<file path="src/rtl/if_id_stage.sv">
// ---------------------------------------------------------------------------
// if_id_stage
//
// Fetch-to-decode pipeline register of the 16-bit 5-stage CPU.
// It holds one fetched instruction and its PC, and decodes the held opcode
// into register fields and the sign-extender format select. It also:
//   - detects load-use hazards and inserts a single bubble,
//   - discards the held instruction on a branch flush,
//   - stops the front end permanently once HALT issues (until reset).
//
// Optional feature macro: IF_ID_PERF_EN
//   When defined, adds the bubble_count output, a saturating 16-bit count of
//   bubble cycles. When undefined, the port and counter do not exist.
//
// Ports:
//   clk           in   1   clock, rising edge
//   rst_n         in   1   synchronous reset, active low
//   fetch_valid   in   1   fetch offers an instruction
//   fetch_instr   in  16   offered instruction word
//   fetch_pc      in  16   PC of fetch_instr
//   fetch_ready   out  1   stage accepts the offered instruction this cycle
//   flush         in   1   taken branch in EX, drop the held instruction
//   ex_ready      in   1   EX can take an instruction this cycle
//   id_valid      out  1   id_* carry a real instruction
//   id_instr      out 16   held instruction (sign extender input)
//   id_pc         out 16   held PC
//   id_ext_sel    out  2   sign extender format select
//   id_rd         out  4   instruction field [11:8]
//   id_rs         out  4   instruction field [7:4]
//   id_rt         out  4   instruction field [3:0]
//   id_is_load    out  1   held instruction is LW
//   halted        out  1   HALT has issued
//   bubble_count  out 16   bubble cycles (IF_ID_PERF_EN only)
// ---------------------------------------------------------------------------
module if_id_stage (
  input  logic        clk,
  input  logic        rst_n,
  input  logic        fetch_valid,
  input  logic [15:0] fetch_instr,
  input  logic [15:0] fetch_pc,
  output logic        fetch_ready,
  input  logic        flush,
  input  logic        ex_ready,
  output logic        id_valid,
  output logic [15:0] id_instr,
  output logic [15:0] id_pc,
  output logic [1:0]  id_ext_sel,
  output logic [3:0]  id_rd,
  output logic [3:0]  id_rs,
  output logic [3:0]  id_rt,
  output logic        id_is_load,
  output logic        halted
`ifdef IF_ID_PERF_EN
  ,
  output logic [15:0] bubble_count
`endif
);

  // Opcode values that need special handling in decode.
  localparam logic [3:0] OP_ADDI = 4'h8;
  localparam logic [3:0] OP_LW   = 4'h9;
  localparam logic [3:0] OP_SW   = 4'hA;
  localparam logic [3:0] OP_LI   = 4'hB;
  localparam logic [3:0] OP_BEQ  = 4'hC;
  localparam logic [3:0] OP_JMP  = 4'hD;
  localparam logic [3:0] OP_NOP  = 4'hE;
  localparam logic [3:0] OP_HALT = 4'hF;

  // Sign extender format selects.
  localparam logic [1:0] EXT_BRANCH = 2'b00;
  localparam logic [1:0] EXT_STD    = 2'b01;
  localparam logic [1:0] EXT_LI     = 2'b10;
  localparam logic [1:0] EXT_JMP    = 2'b11;

  typedef enum logic [0:0] {
    ST_RUN    = 1'b0,
    ST_HALTED = 1'b1
  } state_t;

  // -------------------------------------------------------------------------
  // State
  // -------------------------------------------------------------------------
  logic        full_reg;
  logic [15:0] instr_reg;
  logic [15:0] pc_reg;
  logic        ld_pending_reg;
  logic [3:0]  ld_rd_reg;
  state_t      state_reg;
  logic        halted_reg;

  // -------------------------------------------------------------------------
  // Decode of the held instruction (registers only, no fetch_* paths)
  // -------------------------------------------------------------------------
  logic [3:0] opcode;
  logic [1:0] ext_sel;
  logic       use_rs;
  logic       use_rt;
  logic       use_rd;
  logic       is_load;
  logic       is_halt;

  assign opcode = instr_reg[15:12];

  always_comb begin
    ext_sel = EXT_STD;
    use_rs  = 1'b0;
    use_rt  = 1'b0;
    use_rd  = 1'b0;
    is_load = 1'b0;
    is_halt = 1'b0;
    case (opcode)
      4'h0, 4'h1, 4'h2, 4'h3, 4'h4, 4'h5, 4'h6, 4'h7: begin
        use_rs = 1'b1;
        use_rt = 1'b1;
      end
      OP_ADDI: begin
        use_rs = 1'b1;
      end
      OP_LW: begin
        use_rs  = 1'b1;
        is_load = 1'b1;
      end
      OP_SW: begin
        // Store data comes from the rd field.
        use_rs = 1'b1;
        use_rd = 1'b1;
      end
      OP_LI: begin
        ext_sel = EXT_LI;
      end
      OP_BEQ: begin
        // Branch compares rd with rt.
        ext_sel = EXT_BRANCH;
        use_rd  = 1'b1;
        use_rt  = 1'b1;
      end
      OP_JMP: begin
        ext_sel = EXT_JMP;
      end
      OP_NOP: begin
        ext_sel = EXT_STD;
      end
      OP_HALT: begin
        is_halt = 1'b1;
      end
      default: begin
        ext_sel = EXT_STD;
      end
    endcase
  end

  // -------------------------------------------------------------------------
  // Load-use hazard: any source actually read by the held instruction that
  // matches the destination of the load currently in EX.
  // -------------------------------------------------------------------------
  logic [2:0] src_used;
  logic [3:0] src_addr [3];
  logic [2:0] src_match;

  assign src_used    = {use_rd, use_rt, use_rs};
  assign src_addr[0] = instr_reg[7:4];
  assign src_addr[1] = instr_reg[3:0];
  assign src_addr[2] = instr_reg[11:8];

  generate
    for (genvar gi = 0; gi < 3; gi++) begin : g_src_match
      assign src_match[gi] = src_used[gi] && (src_addr[gi] == ld_rd_reg);
    end
  endgenerate

  logic run;
  logic hazard;
  logic issue;
  logic accept;
  logic bubble;

  assign run    = (state_reg == ST_RUN);
  assign hazard = ld_pending_reg && full_reg && (|src_match);
  assign issue  = id_valid && ex_ready;
  assign accept = fetch_valid && fetch_ready;
  // A bubble stalls the held instruction for one cycle while EX is free;
  // clearing ld_pending below guarantees it issues on the next cycle.
  assign bubble = full_reg && hazard && ex_ready && run;

  // -------------------------------------------------------------------------
  // Outputs
  // -------------------------------------------------------------------------
  assign id_valid    = full_reg && !hazard && !flush && run;
  assign fetch_ready = run && !flush && (!full_reg || issue);

  assign id_instr   = instr_reg;
  assign id_pc      = pc_reg;
  assign id_ext_sel = ext_sel;
  assign id_rd      = instr_reg[11:8];
  assign id_rs      = instr_reg[7:4];
  assign id_rt      = instr_reg[3:0];
  assign id_is_load = is_load;
  assign halted     = halted_reg;

  // -------------------------------------------------------------------------
  // Pipeline register. flush has priority over accept and issue.
  // -------------------------------------------------------------------------
  always_ff @(posedge clk) begin
    if (!rst_n) begin
      full_reg  <= 1'b0;
      instr_reg <= 16'h0000;
      pc_reg    <= 16'h0000;
    end else begin
      if (flush) begin
        full_reg <= 1'b0;
      end else if (accept) begin
        full_reg <= 1'b1;
      end else if (issue) begin
        full_reg <= 1'b0;
      end
      if (accept) begin
        instr_reg <= fetch_instr;
        pc_reg    <= fetch_pc;
      end
    end
  end

  // -------------------------------------------------------------------------
  // Load tracker: mirrors whether the instruction now entering EX is a load
  // and which register it writes. It only advances when EX advances.
  // -------------------------------------------------------------------------
  always_ff @(posedge clk) begin
    if (!rst_n) begin
      ld_pending_reg <= 1'b0;
      ld_rd_reg      <= 4'h0;
    end else if (flush) begin
      ld_pending_reg <= 1'b0;
      ld_rd_reg      <= 4'h0;
    end else if (ex_ready && run) begin
      ld_pending_reg <= issue && is_load;
      ld_rd_reg      <= instr_reg[11:8];
    end
  end

  // -------------------------------------------------------------------------
  // Run/halt FSM. HALTED is sticky until reset.
  // -------------------------------------------------------------------------
  always_ff @(posedge clk) begin
    if (!rst_n) begin
      state_reg  <= ST_RUN;
      halted_reg <= 1'b0;
    end else begin
      case (state_reg)
        ST_RUN: begin
          if (issue && is_halt) begin
            state_reg  <= ST_HALTED;
            halted_reg <= 1'b1;
          end
        end
        ST_HALTED: begin
          state_reg  <= ST_HALTED;
          halted_reg <= 1'b1;
        end
        default: begin
          state_reg  <= ST_RUN;
          halted_reg <= 1'b0;
        end
      endcase
    end
  end

`ifdef IF_ID_PERF_EN
  // -------------------------------------------------------------------------
  // Saturating bubble counter, unaffected by flush.
  // -------------------------------------------------------------------------
  logic [15:0] bubble_count_reg;

  always_ff @(posedge clk) begin
    if (!rst_n) begin
      bubble_count_reg <= 16'h0000;
    end else if (bubble && (bubble_count_reg != 16'hFFFF)) begin
      bubble_count_reg <= bubble_count_reg + 16'h0001;
    end
  end

  assign bubble_count = bubble_count_reg;
`endif

endmodule

</file>
<file path="config.mk">
export PLATFORM = sky130hd
export DESIGN_NAME = if_id_stage
export DESIGN_NICKNAME = d
export VERILOG_FILES = /design/src/rtl/if_id_stage.sv
export SDC_FILE = /design/constraint.sdc
export NUM_CORES = 1
export LEC_CHECK = 0
export CAP_MARGIN = 20
export CORE_MARGIN = 4
export CORE_UTILIZATION = 38
export CTS_CLUSTER_SIZE = 40
export DETAILED_ROUTE_END_ITERATION = 8
export PLACE_DENSITY = 0.73
export RECOVER_POWER = 50
export REMOVE_ABC_BUFFERS = 1
export SYNTH_ARGS = -nofsm -noshare
export SYNTH_HDL_FRONTEND = slang
export SYNTH_SLANG_ARGS = --single-unit
</file>
<file path="constraint.sdc">
create_clock -name clk -period 2 [get_ports clk]
set_input_delay 0.4 -clock clk [delete_from_list [all_inputs] [get_ports clk]]
set_output_delay 0.4 -clock clk [all_outputs]
set_load 0.05 [all_outputs]
</file>
==> results of run 1 <==
==> metrics by stage <==
step                setup WS, ns  setup TNS, ns  util, %  instances
global placement        -0.04745       -0.08024    61.95        390
floorplan                -0.9927         -33.89        -        205
detailed placement      -0.05225        -0.5316    61.95        390
global route             -0.3796        -0.9384    64.23        403
finish                   -0.2845        -0.5836    64.23        403
CTS                      -0.2825        -0.5602    65.18        401
==> report_power, final <==
| part | internal (W) | leakage [nW] | switching, W |
|---|---|---|---|
| Clock | 0.000370 | 0.0552 | 0.000267 |
| Sequential | 0.000837 | 0.328 | 0.0000294 |
| Combinational | 0.000251 | 0.930 | 0.000366 |
==> cells in the mapped netlist (2+ instances only) <==
library cell	instances	share of area, %
buf_6	3	1.7
xnor2_1	9	4.0
or3_1	2	0.63
buf_4	12	4.6
o21ai_0	2	0.51
inv_1	5	0.95
nand2_1	69	13
nor3_1	3	0.76
clkbuf_1	8	1.5
a21oi_1	3	0.76
xor2_1	4	1.8
mux2i_1	36	18
dfxtp_1	40	41
nand4_1	2	0.63
nand2b_1	2	0.63
nor2_1	11	2.1
==> logic make-up after synthesis <==
| logic type | synth area share (%) |
|---|---|
| and+or+nand+nor | 20.60 |
| muxes | 18.25 |
| buffers and inverters | 8.999 |
| AOI/OAI and AO/OA | 5.831 |
| DFF | 40.56 |
| xor gates and xnor gates | 5.767 |
==> critical path, cell delays in order (launching register included) <==
cell and delay, ns:
dfxtp_4 0.35, xor2_1 0.13, or4_4 0.56, nor2_4 0.11, a21oi_2 0.07, a31o_1 0.23, buf_6 0.15
==> routing by layer <==
metal  global-route usage [%]  vias to the layer above  wire length (um)
met3                    6.278                        4               396
li1                         -                      960                 -
met4                    5.574                        0                40
met5                        0                        -                 0
met2                    28.31                       69              2622
met1                    19.58                      862              2160
==> area by class of cell <==
| class | count | area (sq um) |
|---|---|---|
| clock buffers | 6 | 72.57 |
| clock inverters | 2 | 35.03 |
| fillers | 452 | 1745 |
| inverters | 5 | 18.77 |
| multi-input cells | 160 | 1042 |
| flip-flops and latches | 40 | 807.0 |
| well taps | 67 | 83.83 |
| repair buffers | 123 | 1075 |
==> worst max-delay path by stage <==
stage                  end    startpoint  cells past startpoint
3_3_place_gp   fetch_ready  id_instr[13]                      6
4_1_cts        fetch_ready   id_instr[9]                      6
2_1_floorplan  id_instr[0]  id_instr[11]                      5
6_report       fetch_ready  ld_rd_reg[1]                      6
3_5_place_dp   fetch_ready  id_instr[13]                      6
5_1_grt           id_valid  ld_rd_reg[1]                      8
==> timing repair <==
item	in CTS	in global routing
pin swaps	5	4
buffers inserted	3	2
gates resized for setup	9	9
setup endpoints to repair	2	8
==> flow_summary.toml, run 1 <==
[power]
p_leak_nw = 1.314
finalPower_w = 0.002120
p_per_area_nw_per_um2 = 676.4
max-vdd-ir-drop_mv = 0.5022

[layout]
syn_to_final_growth_pct = 58.75
postLayoutCellArea_sq_um = 3134
final_common_cell = "nand2_1"
fin_nets = 372
antenna_cells = 0
layout_common_cells = "nand2_1 (69), clkdlybuf4s50_1 (45), dfxtp_1 (37), mux2i_1 (36), buf_4 (32)"
layout-drive-gt1-share_pct = 18.45

[clock_network]
clk_latency_ns = 0.28
cts_buffers = 5
clock_sinks = 40
clk_pin_slew_ns = 0.08
root_buffer = "clkbuf_8"
tritoncts = "built"
cts_buffer_depth = 2
htreeDepth = 2
hold_buffers = 0

[timing]
hold_viol_final = 0
post-route-period-util_pct = 114.2
relSlewSlack_pct = 60.00
worstMarginPinSlew_ns = 0.6026
timing.fmax_mhz = 437.7
drv_slew = 0
whs_ns = 0.4540
fin_ws_ns = -0.2845
skew_ns = 0.005518
grt_setup_unrepaired = "true"
setup_viol_count_final = 3
fin_crit_ns = 2.284

[route]
first_iter_violations = 78
ant_nets = 0
drt_pass1_iterations = 4
wl_per_cell_um = 12.95
drc_errors = 0
routed_wl_um = 5219
post_drt_via_cell_ratio = 4.702
vias = 1895

[hold_path]
worstHoldStart = "id_pc[5]"
min_to = "id_pc[5]"
min_path_cells = 2
hp-class = "reg2reg"

[die]
dieHeight_um = 80.08
dieArea_sq_um = 6413
initial_core_util_pct = 40.46
rows = 25
coreArea_sq_um = 4880
io_pins = 87
die_width_um = 80.08

[grt]
grt_pass1_vias = 1892
overflow = 0
grt_use_total_pct = 16.81
grt_first_pass_wirelength_um = 8556
grt_antenna_before_repair = 0
grt_max_degree = 22

[critical_path]
endpoint_kind = "output pin"
rr_endpoint = "ld_pending_reg"
critPathMaxFanout = 2
r2r-start = "id_instr[14]"
crit_arrival_ns = 1.88
startpoint_type = "flop"
reg2reg_depth = 10
worst_ep_required_time_ns = 1.60
worstSetupPathType = "reg2out"
reg2reg_slack_ns = -0.02

[logic_synthesis]
synth_cell_types = 34
async_flop_share_pct = 0
seq_area_frac_synth_pct = 40.56
syn_area_sq_um = 1974
synth_edf_count = 0
synth_seq_cells = 40
synth_flop_cell = "dfxtp_1"
avgSynthCellArea_sq_um = 8.622
yosys_warnings = 0
syn_inst = 229

[outcome]
violations = "setup timing"
outcome = "finished with violations"

[place]
dpl.hpwl_um = 3923
gp_congestion = 0.8447
placed_area_sq_um = 3023
io_buffers = 86

[job]
drv_cap = 0
No activity file was read; power rests on OpenSTA's default activity.
==> run 2, diff against run 1 <==
- ABC_CLOCK_PERIOD_IN_PS: unset -> 2000
==> results of run 2 <==
No change in the layout: final DEF, timing and power equal those of run 1.
==> run 3, diff against run 2 <==
- CORE_UTILIZATION: 38 -> 54
- DONT_BUFFER_PORTS: unset -> 1
- PLACE_DENSITY: 0.73 -> 0.68
==> run 3 against run 2 <==
Against the previous run: the flow still finishes with violations (setup timing); clock-buffer cell count stayed put; via count down 15%; sequential power grew 8.3%; sequential share of layout area rose by 8.9 points; largest cell class is now multi-input combinational cells.
==> flow_summary.toml, run 3 (same netlist as run 1, synthesis figures left out) <==
[timing]
post-route-period-util_pct = 116.8
grt_setup_unrepaired = "true"
fin_ws_ns = -0.3370
relSlewSlack_pct = 60.31
drv_slew = 0
fin_crit_ns = 2.337
tns_ns = -0.5903
hold_viol_final = 0
skew_ns = 0.002878
worstMarginPinSlew_ns = 0.5953
setup_viol_count_final = 2
whs_ns = 0.2388
timing.fmax_mhz = 427.9

[place]
dpl.hpwl_um = 3254
gp_congestion = 0.8868
place_ws_ns = -0.08160
placed_area_sq_um = 2138
io_buffers = 0
dp.cells = 282

[clock_network]
tritoncts = "built"
clk_latency_ns = 0.29
cts_buffers = 5
root_buffer = "clkbuf_8"
cts_buffer_depth = 2
hold_buffers = 0
clk_pin_slew_ns = 0.07
clock_sinks = 40
htreeDepth = 2

[layout]
fin_nets = 284
antenna_cells = 0
layout-drive-gt1-share_pct = 24.60
final_cells = 294
postLayoutCellArea_sq_um = 2333
layout_common_cells = "nand2_1 (69), dfxtp_1 (35), mux2i_1 (34), buf_4 (23), nor2_1 (10)"
syn_to_final_growth_pct = 18.19
final_common_cell = "nand2_1"

[critical_path]
reg2reg_depth = 7
r2r-start = "id_instr[14]"
endpoint_kind = "output pin"
critPathMaxFanout = 2
worstSetupPathType = "reg2out"
crit_arrival_ns = 1.94
reg2reg_slack_ns = 0.02
worst_ep_required_time_ns = 1.60
rr_endpoint = "id_pc[1]"
startpoint_type = "flop"

[power]
p_per_area_nw_per_um2 = 842.9
p_leak_nw = 0.9657
max-vdd-ir-drop_mv = 0.3856

[route]
first_iter_violations = 46
wl_per_cell_um = 15.13
drt_pass1_iterations = 4
routed_wl_um = 4448
vias = 1603
ant_nets = 0
post_drt_via_cell_ratio = 5.452
drc_errors = 0

[die]
coreArea_sq_um = 3442
initial_core_util_pct = 57.36
rows = 21
die_width_um = 68.47
dieHeight_um = 68.47
io_pins = 87
dieArea_sq_um = 4687

[hold_path]
hp-class = "in2reg"
worstHoldStart = "rst_n"
min_path_cells = 1
min_to = "state_reg"

[grt]
grt_first_pass_wirelength_um = 6920
overflow = 0
grt_antenna_before_repair = 0
grt_max_degree = 68
grt_use_total_pct = 19.54
grt_pass1_vias = 1632

[outcome]
outcome = "finished with violations"
violations = "setup timing"

[job]
drv_cap = 0
[run 3: cell count changes in the layout (fill, tap and decap cells not counted), moves of 2 or more]
cell,previous run,this run
buf_12,6,2
buf_4,32,23
mux2i_1,36,34
dfxtp_2,2,4
mux2i_2,0,2
clkdlybuf4s50_1,45,0
dlygate4sd3_1,15,0
dfxtp_1,37,35
clkbuf_2,0,8
clkbuf_1,22,1
[run 3: worst max path at each step]
stage                            start     endpoint  cells after the start  slack (ns)
after floorplan           id_instr[11]  id_instr[0]                      5       -0.99
after global routing      ld_rd_reg[1]     id_valid                      6       -0.40
after global placement    id_instr[13]  fetch_ready                      5       -0.04
after CTS                 id_instr[14]     id_valid                      6       -0.26
final                     id_instr[14]     id_valid                      5       -0.34
after detailed placement  id_instr[14]  fetch_ready                      6       -0.08
[run 3: layer usage]
layer / part of all wire, % / global-route usage [%] / routed length (um)
met2: 51 / 34.21 / 2287
met1: 38 / 21.06 / 1696
met5: 0 / 0 / 0
met3: 8.6 / 7.553 / 383
met4: 1.8 / 7.196 / 80
[run 3: cell type report]
cell class | count | area [sq um]
Clock buffer | 6 | 72.57
Clock inverter | 2 | 35.03
Fill cell | 279 | 1109
Inverter | 5 | 22.52
Multi-Input combinational cell | 160 | 1057
Sequential cell | 40 | 809.5
Tap cell | 46 | 57.56
Timing Repair Buffer | 35 | 279.0
[run 3: worst max-delay path, stage by stage (launching register included)]
cell and delay [ns]:
dfxtp_2 0.33, xnor2_1 0.17, or4_4 0.56, nor2_4 0.11, a211o_1 0.20, clkinvlp_4 0.27
[run 3: timing repair]
action	CTS	global route
setup buffers	0	4
pin swaps	2	7
resized for setup	8	14
setup endpoints to repair	3	33
[run 3: report_power, final]
part           leakage (nW)  switching [W]  internal (W)
clock network        0.0552       0.000275      0.000370
logic                 0.581       0.000251      0.000133
registers             0.329      0.0000999      0.000838
total                 0.966       0.000626       0.00134
[run 3: metrics by stage]
stage               utilization, %  power (W)
floorplan                        -   0.001225
CTS                          66.19   0.001966
detailed placement           62.12   0.001317
global route                 67.79   0.002052
global placement             62.12   0.001306
finish                       67.79   0.001967
